File: src/rtl/core_alu_pkg.sv
// core_alu_pkg: shared ALU op indices and widths.
// Op index doubles as the one-hot ALU_SEL bit position.
package core_alu_pkg;

  localparam int N_OP = 38;
  localparam int OP_W = 6;

  typedef logic [OP_W-1:0] op_idx_t;

  localparam int OP_ADDI    = 0;
  localparam int OP_SLTI    = 1;
  localparam int OP_SLTIU   = 2;
  localparam int OP_XORI    = 3;
  localparam int OP_ORI     = 4;
  localparam int OP_ANDI    = 5;
  localparam int OP_SLLI    = 6;
  localparam int OP_SRLI    = 7;
  localparam int OP_SRAI    = 8;
  localparam int OP_ADD     = 9;
  localparam int OP_SUB     = 10;
  localparam int OP_SLL     = 11;
  localparam int OP_SLT     = 12;
  localparam int OP_SLTU    = 13;
  localparam int OP_XOR     = 14;
  localparam int OP_SRL     = 15;
  localparam int OP_SRA     = 16;
  localparam int OP_OR      = 17;
  localparam int OP_AND     = 18;
  localparam int OP_BEQ     = 19;
  localparam int OP_BNE     = 20;
  localparam int OP_BLT     = 21;
  localparam int OP_BGE     = 22;
  localparam int OP_BLTU    = 23;
  localparam int OP_BGEU    = 24;
  localparam int OP_LB      = 25;
  localparam int OP_LH      = 26;
  localparam int OP_LW      = 27;
  localparam int OP_LBU     = 28;
  localparam int OP_LHU     = 29;
  localparam int OP_SB      = 30;
  localparam int OP_SH      = 31;
  localparam int OP_SW      = 32;
  localparam int OP_FLW     = 33;
  localparam int OP_FSW     = 34;
  localparam int OP_FMVSX   = 35;
  localparam int OP_FSGNJXS = 36;
  localparam int OP_ROT     = 37;

  function automatic logic op_legal(
    input op_idx_t op
  );
    return int'(op) < N_OP;
  endfunction

endpackage

File: src/rtl/core_alu_opdec.sv
// core_alu_opdec: op index to one-hot ALU select.
// All-zero output when disabled or index out of range.
module core_alu_opdec #(
  parameter int N_OP = core_alu_pkg::N_OP,
  parameter int OP_W = core_alu_pkg::OP_W
) (
  input  logic            EN,
  input  logic [OP_W-1:0] OP,
  output logic [N_OP-1:0] SEL
);

  // one select line per legal index
  always_comb begin
    SEL = '0;
    for (int i = 0; i < N_OP; i++) begin
      SEL[i] = EN && (OP == OP_W'(i));
    end
  end

endmodule

File: src/rtl/core_alu_arb.sv
// core_alu_arb: round-robin sharing of the registered ALU.
// Define CORE_ALU_ARB_PERF_EN for PERF_BUSY/PERF_STALL counters.
module core_alu_arb #(
  parameter int NREQ = 2,
  parameter int N_OP = core_alu_pkg::N_OP,
  parameter int OP_W = core_alu_pkg::OP_W
) (
  input  logic                 CLK,
  input  logic                 RST_N,
  input  logic [NREQ-1:0]      REQ_VALID,
  output logic [NREQ-1:0]      REQ_READY,
  input  logic [NREQ*OP_W-1:0] REQ_OP,
  input  logic [NREQ*32-1:0]   REQ_RS1,
  input  logic [NREQ*32-1:0]   REQ_RS2,
  input  logic [NREQ*32-1:0]   REQ_IMM,
  input  logic [NREQ*32-1:0]   REQ_FRS1,
  input  logic [NREQ*32-1:0]   REQ_FRS2,
  output logic [NREQ-1:0]      RSP_VALID,
  input  logic [NREQ-1:0]      RSP_READY,
  output logic [NREQ*32-1:0]   RSP_DATA,
  output logic [N_OP-1:0]      ALU_SEL,
  output logic [31:0]          ALU_RS1,
  output logic [31:0]          ALU_RS2,
  output logic [31:0]          ALU_IMM,
  output logic [31:0]          ALU_FRS1,
  output logic [31:0]          ALU_FRS2,
`ifdef CORE_ALU_ARB_PERF_EN
  output logic [31:0]          PERF_BUSY,
  output logic [31:0]          PERF_STALL,
`endif
  input  logic [31:0]          ALU_RESULT
);

  localparam int PW = (NREQ > 1) ? $clog2(NREQ) : 1;

  logic [PW-1:0]      ptr_q;
  logic               inf_vld_q;
  logic [PW-1:0]      inf_id_q;
  logic               inf_ill_q;
  logic [NREQ-1:0]    rsp_vld_q;
  logic [NREQ*32-1:0] rsp_data_q;

  logic [NREQ-1:0]    elig;
  logic [NREQ-1:0]    gnt;
  logic [PW-1:0]      win;
  logic [PW-1:0]      ptr_nxt;
  logic               gnt_any;
  logic [OP_W-1:0]    op_w;
  logic               op_ill;

  // eligible: valid, nothing in flight, slot free or draining
  always_comb begin
    elig = '0;
    for (int i = 0; i < NREQ; i++) begin
      elig[i] = RST_N
             && REQ_VALID[i]
             && !(inf_vld_q && inf_id_q == PW'(i))
             && (!rsp_vld_q[i] || RSP_READY[i]);
    end
  end

  // first eligible index at or after ptr wins
  always_comb begin
    logic [PW-1:0] idx;
    gnt     = '0;
    win     = '0;
    gnt_any = 1'b0;
    idx     = '0;
    for (int k = 0; k < NREQ; k++) begin
      idx = PW'((int'(ptr_q) + k) % NREQ);
      if (!gnt_any && elig[idx]) begin
        gnt_any  = 1'b1;
        win      = idx;
        gnt[idx] = 1'b1;
      end
    end
    ptr_nxt = PW'((int'(win) + 1) % NREQ);
  end

  assign REQ_READY = gnt;

  // steer winner's op and operands to the ALU
  always_comb begin
    op_w     = '0;
    ALU_RS1  = '0;
    ALU_RS2  = '0;
    ALU_IMM  = '0;
    ALU_FRS1 = '0;
    ALU_FRS2 = '0;
    for (int i = 0; i < NREQ; i++) begin
      if (gnt[i]) begin
        op_w     = REQ_OP[i*OP_W +: OP_W];
        ALU_RS1  = REQ_RS1[i*32 +: 32];
        ALU_RS2  = REQ_RS2[i*32 +: 32];
        ALU_IMM  = REQ_IMM[i*32 +: 32];
        ALU_FRS1 = REQ_FRS1[i*32 +: 32];
        ALU_FRS2 = REQ_FRS2[i*32 +: 32];
      end
    end
  end

  assign op_ill = int'(op_w) >= N_OP;

  core_alu_opdec #(
    .N_OP (N_OP),
    .OP_W (OP_W)
  ) u_opdec (
    .EN  (gnt_any),
    .OP  (op_w),
    .SEL (ALU_SEL)
  );

  // pointer and in-flight tag
  always_ff @(posedge CLK or negedge RST_N) begin
    if (!RST_N) begin
      ptr_q     <= '0;
      inf_vld_q <= 1'b0;
      inf_id_q  <= '0;
      inf_ill_q <= 1'b0;
    end else begin
      inf_vld_q <= gnt_any;
      if (gnt_any) begin
        ptr_q     <= ptr_nxt;
        inf_id_q  <= win;
        inf_ill_q <= op_ill;
      end
    end
  end

  // response slots: fill from ALU beats a pending consume
  always_ff @(posedge CLK or negedge RST_N) begin
    if (!RST_N) begin
      rsp_vld_q  <= '0;
      rsp_data_q <= '0;
    end else begin
      for (int i = 0; i < NREQ; i++) begin
        if (inf_vld_q && inf_id_q == PW'(i)) begin
          rsp_vld_q[i] <= 1'b1;
          rsp_data_q[i*32 +: 32] <=
            inf_ill_q ? 32'd0 : ALU_RESULT;
        end else if (rsp_vld_q[i] && RSP_READY[i]) begin
          rsp_vld_q[i] <= 1'b0;
        end
      end
    end
  end

  assign RSP_VALID = rsp_vld_q;
  assign RSP_DATA  = rsp_data_q;

`ifdef CORE_ALU_ARB_PERF_EN
  logic stall;

  assign stall = (|REQ_VALID) && !gnt_any;

  // saturating busy/stall counters
  always_ff @(posedge CLK or negedge RST_N) begin
    if (!RST_N) begin
      PERF_BUSY  <= '0;
      PERF_STALL <= '0;
    end else begin
      if (gnt_any && PERF_BUSY != '1)
        PERF_BUSY <= PERF_BUSY + 32'd1;
      if (stall && PERF_STALL != '1)
        PERF_STALL <= PERF_STALL + 32'd1;
    end
  end
`endif

endmodule

File: config.mk
export PLATFORM = sky130hd
export DESIGN_NAME = core_alu_arb
export DESIGN_NICKNAME = d
export VERILOG_FILES = /design/src/rtl/core_alu_pkg.sv /design/src/rtl/core_alu_opdec.sv /design/src/rtl/core_alu_arb.sv
export SDC_FILE = /design/constraint.sdc
export NUM_CORES = 1
export LEC_CHECK = 0
export BUFFER_PORTS_ARGS = -buffer_cell sky130_fd_sc_hd__buf_2
export CAP_MARGIN = 0
export CORE_AREA = 2 2 247 249
export CTS_CLUSTER_SIZE = 40
export DETAILED_ROUTE_END_ITERATION = 16
export DIE_AREA = 0 0 249 251
export GPL_ROUTABILITY_DRIVEN = 0
export GPL_TIMING_DRIVEN = 1
export HOLD_SLACK_MARGIN = 0.1
export SYNTH_ARGS = -nofsm -noshare
export SYNTH_HDL_FRONTEND = slang
export SYNTH_SLANG_ARGS = --single-unit
File: constraint.sdc
create_clock -name CLK -period 4.3 [get_ports CLK]
set_input_delay 0 -clock CLK [delete_from_list [all_inputs] [get_ports CLK]]
set_output_delay 0 -clock CLK [all_outputs]
set_load 0.005 [all_outputs]
==> impl_metrics.csv, run 1 <==
group,metric,value,unit
outcome,status,"completed",
setup_path,crit_buf_inv,6,
setup_path,path_max_fanout,64,
setup_path,r2r_setup_slack,0.97,ns
sta,setup_ws,0.4034,ns
clocking,cts_resized,0,
setup_path,critical_path_arrival,4.16,ns
global_routing,grt_start_max_net_pins,105,
power,irDropWorstVdd,0.1623,mV
clocking,clkTransAtPathRegs,0.06,ns
floorplan,ioPinCount,636,
global_routing,globalRoute.totalOverflow,0,
sta,relSlewSlack,0.3964,
global_routing,antenna_found_initial,27,
clocking,htree_levels,3,
setup_path,cpMostUsedCell,"dlygate4sd3_1",
drt,routed_wl,39.92,mm
logic_synthesis,yosysUniqueCellTypes,26,
setup_path,crit_chain,"dlygate4sd3_1 > dlygate4sd3_1 > buf_4 > nand2_1 > and3b_1 > a21oi_4 > buf_4 > o21ai_0 > dlygate4sd3_1 > o211ai_1 > dlygate4sd3_1 > o2bb2ai_1",
sta,timing_worst_slew_pin_value,0.9054,ns
cells_and_area,utilization,0.1554,
setup_path,path_class,"in -> reg",
clocking,clockBufferDepth,2,
setup_path,crit_required,4.56,ns
drt,drtPass1Iterations,4,
power,p_sw_frac,0.4103,
floorplan,start_util,0.07661,
clocking,clk_latency,0.34,ns
power,internal_power,2.186,mW
sta,clock_skew,0.008216,ns
setup_path,start_kind,"input pin",
power,leakage,5.112,nW
global_routing,grt_first_pass_wirelength,52.75,mm
setup_path,crit_cells,12,
setup_path,r2r_start,"inf_id_q$_DFFE_PN0P_",
worst_hold_path,holdPathStages,3,
power,p_sw,1.521,mW
sta,period_share,0.9062,
clocking,numCtsBuffers,9,
cells_and_area,nFillCells,6905,
logic_synthesis,synth_warnings,0,
sta,hold_viol,0,
setup_path,startpoint,"RST_N",
floorplan,die_y,251,um
logic_synthesis,synthesis.nets,900,
logic_synthesis,syn_avg_cell_area,8.643,sq um
clocking,postCtsHoldBufs,41,
setup_path,cp_slowest_cell,"buf_4",
power,p_clk_frac,0.192,
floorplan,die_area,62500,sq um
sta,rsz0062_at_grt,"false",
logic_synthesis,synth_top_family_by_area,"compound AO/OA/AOI/OAI gates",
setup_path,r2r_cells,9,
setup_path,r2r_end,"inf_ill_q$_DFFE_PN0P_",
logic_synthesis,muxShareOfSynthArea,0.002185,
cells_and_area,multi_input_area,2565,sq um
setup_path,slowest_delay,0.62,ns
sta,layout_min_cycle_time,3.897,ns
logic_synthesis,yosys.area_share.xor_xnor,0,
placement,pre_cts_ws,1.747,ns
logic_synthesis,synth.top_cell.area_share,0.3824,
power,power_density,399.1,nW/um^2
drt,vias,7028,
worst_hold_path,hold_path_class,"in -> reg",
clocking,cts_tree,"built",
power,combPwrFrac,0.506,
logic_synthesis,synthAdderAreaFrac,0,
sta,fmax,256.6,MHz
drt,routedWlPerCell,20.32,um
sta,finalMaxSlewViolations,0,
logic_synthesis,syn_area,4581,sq um
logic_synthesis,synthSimpleGateAreaFrac,0.1431,
logic_synthesis,synth_compound_area_frac,0.4119,
sta,final.setup.tns,0,ns
logic_synthesis,ys_seq_elements,70,
global_routing,grt_pass1_vias,6715,
job,drv_cap,0,
logic_synthesis,netlist_top_cells_area,"dfrtp_1 38%, a22o_1 31%, nand2_1 8.3%",
logic_synthesis,synth_top_area_cell,"dfrtp_1",
setup_path,critical_path.endpoint,"inf_ill_q$_DFFE_PN0P_",
placement,numPortBuffers,635,
cells_and_area,nNetsFinal,1537,
floorplan,core,59790,sq um
global_routing,grt_usage,0.1201,
sta,fin_hold_ws,0.1037,ns
floorplan,die_x,249,um
setup_path,cp-end-kind,"flop",
clocking,cts_setup_buffers,0,
logic_synthesis,syn_inst,530,
drt,ant_nets,0,
setup_path,critical_path.top_delay_family,"buffers and inverters",
cells_and_area,area_delta_synth_final,102.8,%
logic_synthesis,yosysSeqAreaShare,0.3824,
placement,place_hpwl,34.81,mm
cells_and_area,drive_gt1_frac,0.5700,
drt,viasPerCell,3.577,
drt,drt_iter0_markers,429,
clocking,cts_sinks,70,
sta,setup_viol,0,
floorplan,num_rows,90,
power,p_seq_frac,0.302,
cells_and_area,regArea,1752,sq um
clocking,cts.root.buffer_cell,"clkbuf_16",
drt,drc_errors,0,
-- cells by family after synthesis --
kind of cell	after synthesis
AOI/OAI and AO/OA	242
buffers and inverters	60
DFF	70
muxes	1
and+or+nand+nor	157
-- how the worst min path moves through the flow --
stage | from | end
6_report | REQ_OP[11] | inf_ill_q$_DFFE_PN0P_
5_1_grt | REQ_OP[11] | inf_ill_q$_DFFE_PN0P_
4_1_cts | REQ_OP[11] | inf_ill_q$_DFFE_PN0P_
3_5_place_dp | RST_N | RSP_DATA[13]$_DFFE_PN0P_
3_3_place_gp | RST_N | RSP_DATA[20]$_DFFE_PN0P_
2_1_floorplan | RST_N | RSP_DATA[0]$_DFFE_PN0P_
-- sequential cells by signal, summed over array words and instances (netlist names) --
name,count
inf_id_q,1
inf_ill_q,1
RSP_VALID,2
RSP_DATA,64
inf_vld_q,1
ptr_q,1
-- metal layers --
metal | vias up | GRT usage | wire length [um] | share of wire
li1 | 3277 | - | - | -
met1 | 3252 | 0.1189 | 13390 | 0.34
met2 | 437 | 0.2191 | 20630 | 0.52
met3 | 54 | 0.05094 | 4518 | 0.11
met4 | 8 | 0.05143 | 1336 | 0.033
met5 | - | 0 | 49 | 0.0012
-- cell usage in the layout, fill, tap and decap left out, drive strengths merged --
cell type | synthesis | routed
buf | 41 | 642
a22o | 165 | 165
nand2 | 101 | 101
dfrtp | 70 | 70
o21ai | 67 | 67
dlygate4sd3 | 0 | 41
nor2 | 34 | 34
diode | 0 | 11
nand4 | 10 | 10
clkbuf | 16 | 9
inv | 3 | 7
nand2b | 5 | 5
a22oi | 5 | 5
nor2b | 4 | 4
clkinv | 0 | 2
and3b | 1 | 1
a21oi | 1 | 1
o21a | 1 | 1
or2 | 1 | 1
and4 | 1 | 1
mux2i | 1 | 1
a21o | 1 | 1
o211ai | 1 | 1
o2bb2ai | 1 | 1
clkinvlp | 0 | 1
-- metrics by stage --
step	cell area [sq um]	cells	total power, mW
3_3_place_gp	8564	1897	2.988
3_5_place_dp	8564	1897	3.005
2_1_floorplan	4581	530	1.929
5_1_grt	9285	1963	4.010
6_report	9290	1965	3.707
4_1_cts	9263	1954	3.776
-- Yosys cell counts --
cell type,number
a21o_1,1
a21oi_4,1
a22o_1,164
a22o_2,1
a22oi_1,1
a22oi_2,4
and3b_1,1
and4_1,1
buf_1,2
buf_2,38
buf_4,1
clkbuf_1,16
dfrtp_1,70
inv_1,3
mux2i_1,1
nand2_1,101
nand2b_1,5
nand4_1,9
nand4_2,1
nor2_1,34
nor2b_1,4
o211ai_1,1
o21a_1,1
o21ai_0,67
o2bb2ai_1,1
or2_1,1
-- area by class of cell --
class                      count  share of cell area
timing repair buffer         683              0.3949
multi-input combinational    400              0.2761
sequential                    70              0.1886
tap                          782              0.1053
clock buffer                   9             0.02424
clock inverter                 7            0.006734
antenna                       11            0.002963
inverter                       3            0.001212
-- worst reg2reg max path, cell delays in order (launching register included) --
cell           delay, ns
dfrtp_1             0.37
nand2b_2            0.14
nand4_2             0.19
a21oi_4             0.37
buf_4               0.63
o21ai_0             0.21
dlygate4sd3_1       0.60
o211ai_1            0.08
dlygate4sd3_1       0.57
o2bb2ai_1           0.10
-- power by group through the flow --
stage | Sequential [mW] | Combinational, mW | Clock (mW)
2_1_floorplan | 1.15 | 0.783 | 0
3_3_place_gp | 1.12 | 1.87 | 0
3_5_place_dp | 1.13 | 1.87 | 0
4_1_cts | 1.12 | 1.92 | 0.739
5_1_grt | 1.16 | 2.08 | 0.768
6_report | 1.12 | 1.88 | 0.713
Power figures use the tool's default switching activity.
==> inputs of run 2 (changes only) <==
CORE_AREA = 2 2 251 253   (was 2 2 247 249)
DIE_AREA = 0 0 253 255   (was 0 0 249 251)
clock period = 3.75 ns   (was 4.3 ns; I/O delays follow)
==> impl_metrics.csv, run 2 (same netlist as run 1, synthesis figures left out) <==
group,metric,value,unit
global_routing,globalRoute.totalOverflow,0,
power,internal_power,2.571,mW
clocking,clkTransAtPathRegs,0.06,ns
cells_and_area,design_area,9311,sq um
drt,routed_wl,38.46,mm
global_routing,grt_start_max_net_pins,101,
power,combPwrFrac,0.502,
floorplan,die_area,64520,sq um
floorplan,start_util,0.07369,
worst_hold_path,holdPathStages,3,
drt,drtPass1Iterations,5,
sta,clock_skew,0.008344,ns
clocking,cts_setup_buffers,0,
drt,vias,6881,
clocking,htree_levels,3,
outcome,status,"completed",
cells_and_area,largest_reg_flops,64,
drt,viasPerCell,3.482,
power,p_clk_frac,0.202,
setup_path,crit_required,4.04,ns
sta,relSlewSlack,0.2661,
placement,place_hpwl,33.17,mm
sta,setup_viol,0,
power,p_seq_frac,0.296,
sta,hold_viol,0,
setup_path,start_kind,"input pin",
cells_and_area,area_delta_synth_final,103.3,%
drt,routedWlPerCell,19.46,um
drt,drt_iter0_markers,463,
cells_and_area,multi_input_area,2565,sq um
cells_and_area,regArea,1752,sq um
floorplan,die_y,255,um
drt,ant_nets,0,
sta,period_share,0.7332,
global_routing,grt_pass1_vias,6296,
setup_path,r2r_setup_slack,1.01,ns
cells_and_area,nNetsFinal,1538,
setup_path,r2r_cells,7,
floorplan,core,62160,sq um
power,irDropWorstVdd,0.1706,mV
worst_hold_path,hold_start,"REQ_VALID[1]",
floorplan,num_rows,92,
power,p_sw,1.742,mW
cells_and_area,final_common_cell,"buf_2",
sta,final.setup.tns,0,ns
sta,timing_worst_slew_pin_value,1.101,ns
cells_and_area,mostFrequentLayoutCells,"634 x buf_2, 164 x a22o_1, 100 x nand2_1",
setup_path,r2r_end,"inf_ill_q$_DFFE_PN0P_",
setup_path,path_max_fanout,15,
floorplan,die_x,253,um
sta,layout_min_cycle_time,2.749,ns
job,drv_cap,0,
setup_path,path_class,"in -> reg",
clocking,cts_tree,"built",
sta,rsz0062_at_grt,"false",
global_routing,grt_first_pass_wirelength,49.37,mm
global_routing,grt_usage,0.1112,
worst_hold_path,min_to,"inf_vld_q$_DFF_PN0_",
drt,drc_errors,0,
clocking,cts_sinks,70,
power,total_power,4.313,mW
setup_path,r2r_start,"inf_id_q$_DFFE_PN0P_",
clocking,numCtsBuffers,9,
clocking,clk_latency,0.36,ns
worst_hold_path,hold_path_class,"in -> reg",
clocking,cts.root.buffer_cell,"clkbuf_16",
setup_path,cp-end-kind,"flop",
cells_and_area,drive_gt1_frac,0.5703,
power,p_sw_frac,0.4039,
power,leakage,5.123,nW
sta,finalMaxSlewViolations,0,
sta,fmax,363.7,MHz
cells_and_area,nFillCells,7166,
placement,numPortBuffers,635,
global_routing,antenna_found_initial,23,
clocking,clockBufferDepth,2,
floorplan,ioPinCount,636,
sta,fin_hold_ws,0.1734,ns
placement,dpl-instance-area,8601,sq um
power,power_density,463.1,nW/um^2
setup_path,critical_path_arrival,3.04,ns
[run 2: cell types whose count changed in the layout (fill, tap and decap cells not counted), sizes merged]
cell / before / now
clkbuf: 9 / 10
bufinv: 0 / 1
buf: 642 / 644
diode: 11 / 4
dlygate4sd3: 41 / 40
inv: 7 / 4
clkinvlp: 1 / 2
[run 2: layer usage]
metal,vias up,routed length (um),GRT usage
met5,-,77,0
met4,12,1031,0.03060
met3,57,5302,0.06417
met2,404,19300,0.1983
met1,3140,12750,0.1099
li1,3268,-,-
[run 2: worst max-delay path, stage by stage]
cell and delay (ns):
dlygate4sd3_1 0.54, buf_2 0.14, nand2b_1 0.16, and3b_1 0.23, a21oi_4 0.48, a22o_1 0.28, dlygate4sd3_1 0.55, o2bb2ai_1 0.10
dlygate4sd3_1 0.55
[run 2: cell type report]
type | instances | share of cell area
Clock buffer | 10 | 0.02459
Tap cell | 799 | 0.1074
Clock inverter | 6 | 0.007659
Antenna cell | 4 | 0.001075
Multi-Input combinational cell | 400 | 0.2755
Timing Repair Buffer | 684 | 0.3945
Sequential cell | 70 | 0.1881
Inverter | 3 | 0.001209
[run 2: through the flow]
stage	worst slack (ns)	std cells	utilization
final	1.001	1976	0.1498
after global routing	0.7938	1975	0.1498
after CTS	0.9443	1972	0.1496
after detailed placement	1.443	1916	0.1384
after global placement	1.458	1916	0.1384
after floorplan	2.126	530	-
[run 2: power by group through the flow]
| stage | clock (mW) | combinational, mW | sequential (mW) |
|---|---|---|---|
| 4_1_cts | 0.921 | 2.24 | 1.28 |
| 6_report | 0.871 | 2.16 | 1.28 |
| 2_1_floorplan | 0 | 0.898 | 1.31 |
| 5_1_grt | 0.943 | 2.45 | 1.32 |
| 3_3_place_gp | 0 | 2.19 | 1.28 |
| 3_5_place_dp | 0 | 2.18 | 1.29 |
[run 2: worst max-delay path by stage]
| stage | slack [ns] | startpoint | end |
|---|---|---|---|
| finish | 1.00 | RSP_READY[1] | inf_ill_q$_DFFE_PN0P_ |
| global route | 0.79 | RSP_READY[0] | inf_ill_q$_DFFE_PN0P_ |
| CTS | 0.94 | inf_id_q$_DFFE_PN0P_ | inf_ill_q$_DFFE_PN0P_ |
| detailed placement | 1.44 | inf_id_q$_DFFE_PN0P_ | ALU_FRS2[1] |
| global placement | 1.46 | inf_id_q$_DFFE_PN0P_ | ALU_SEL[37] |
| floorplan | 2.13 | inf_id_q$_DFFE_PN0P_ | ALU_SEL[28] |
[run 2: what timing repair did]
item                      CTS  global route
hold endpoints to repair  139             0
resized for setup           0             0
hold buffers               40             0
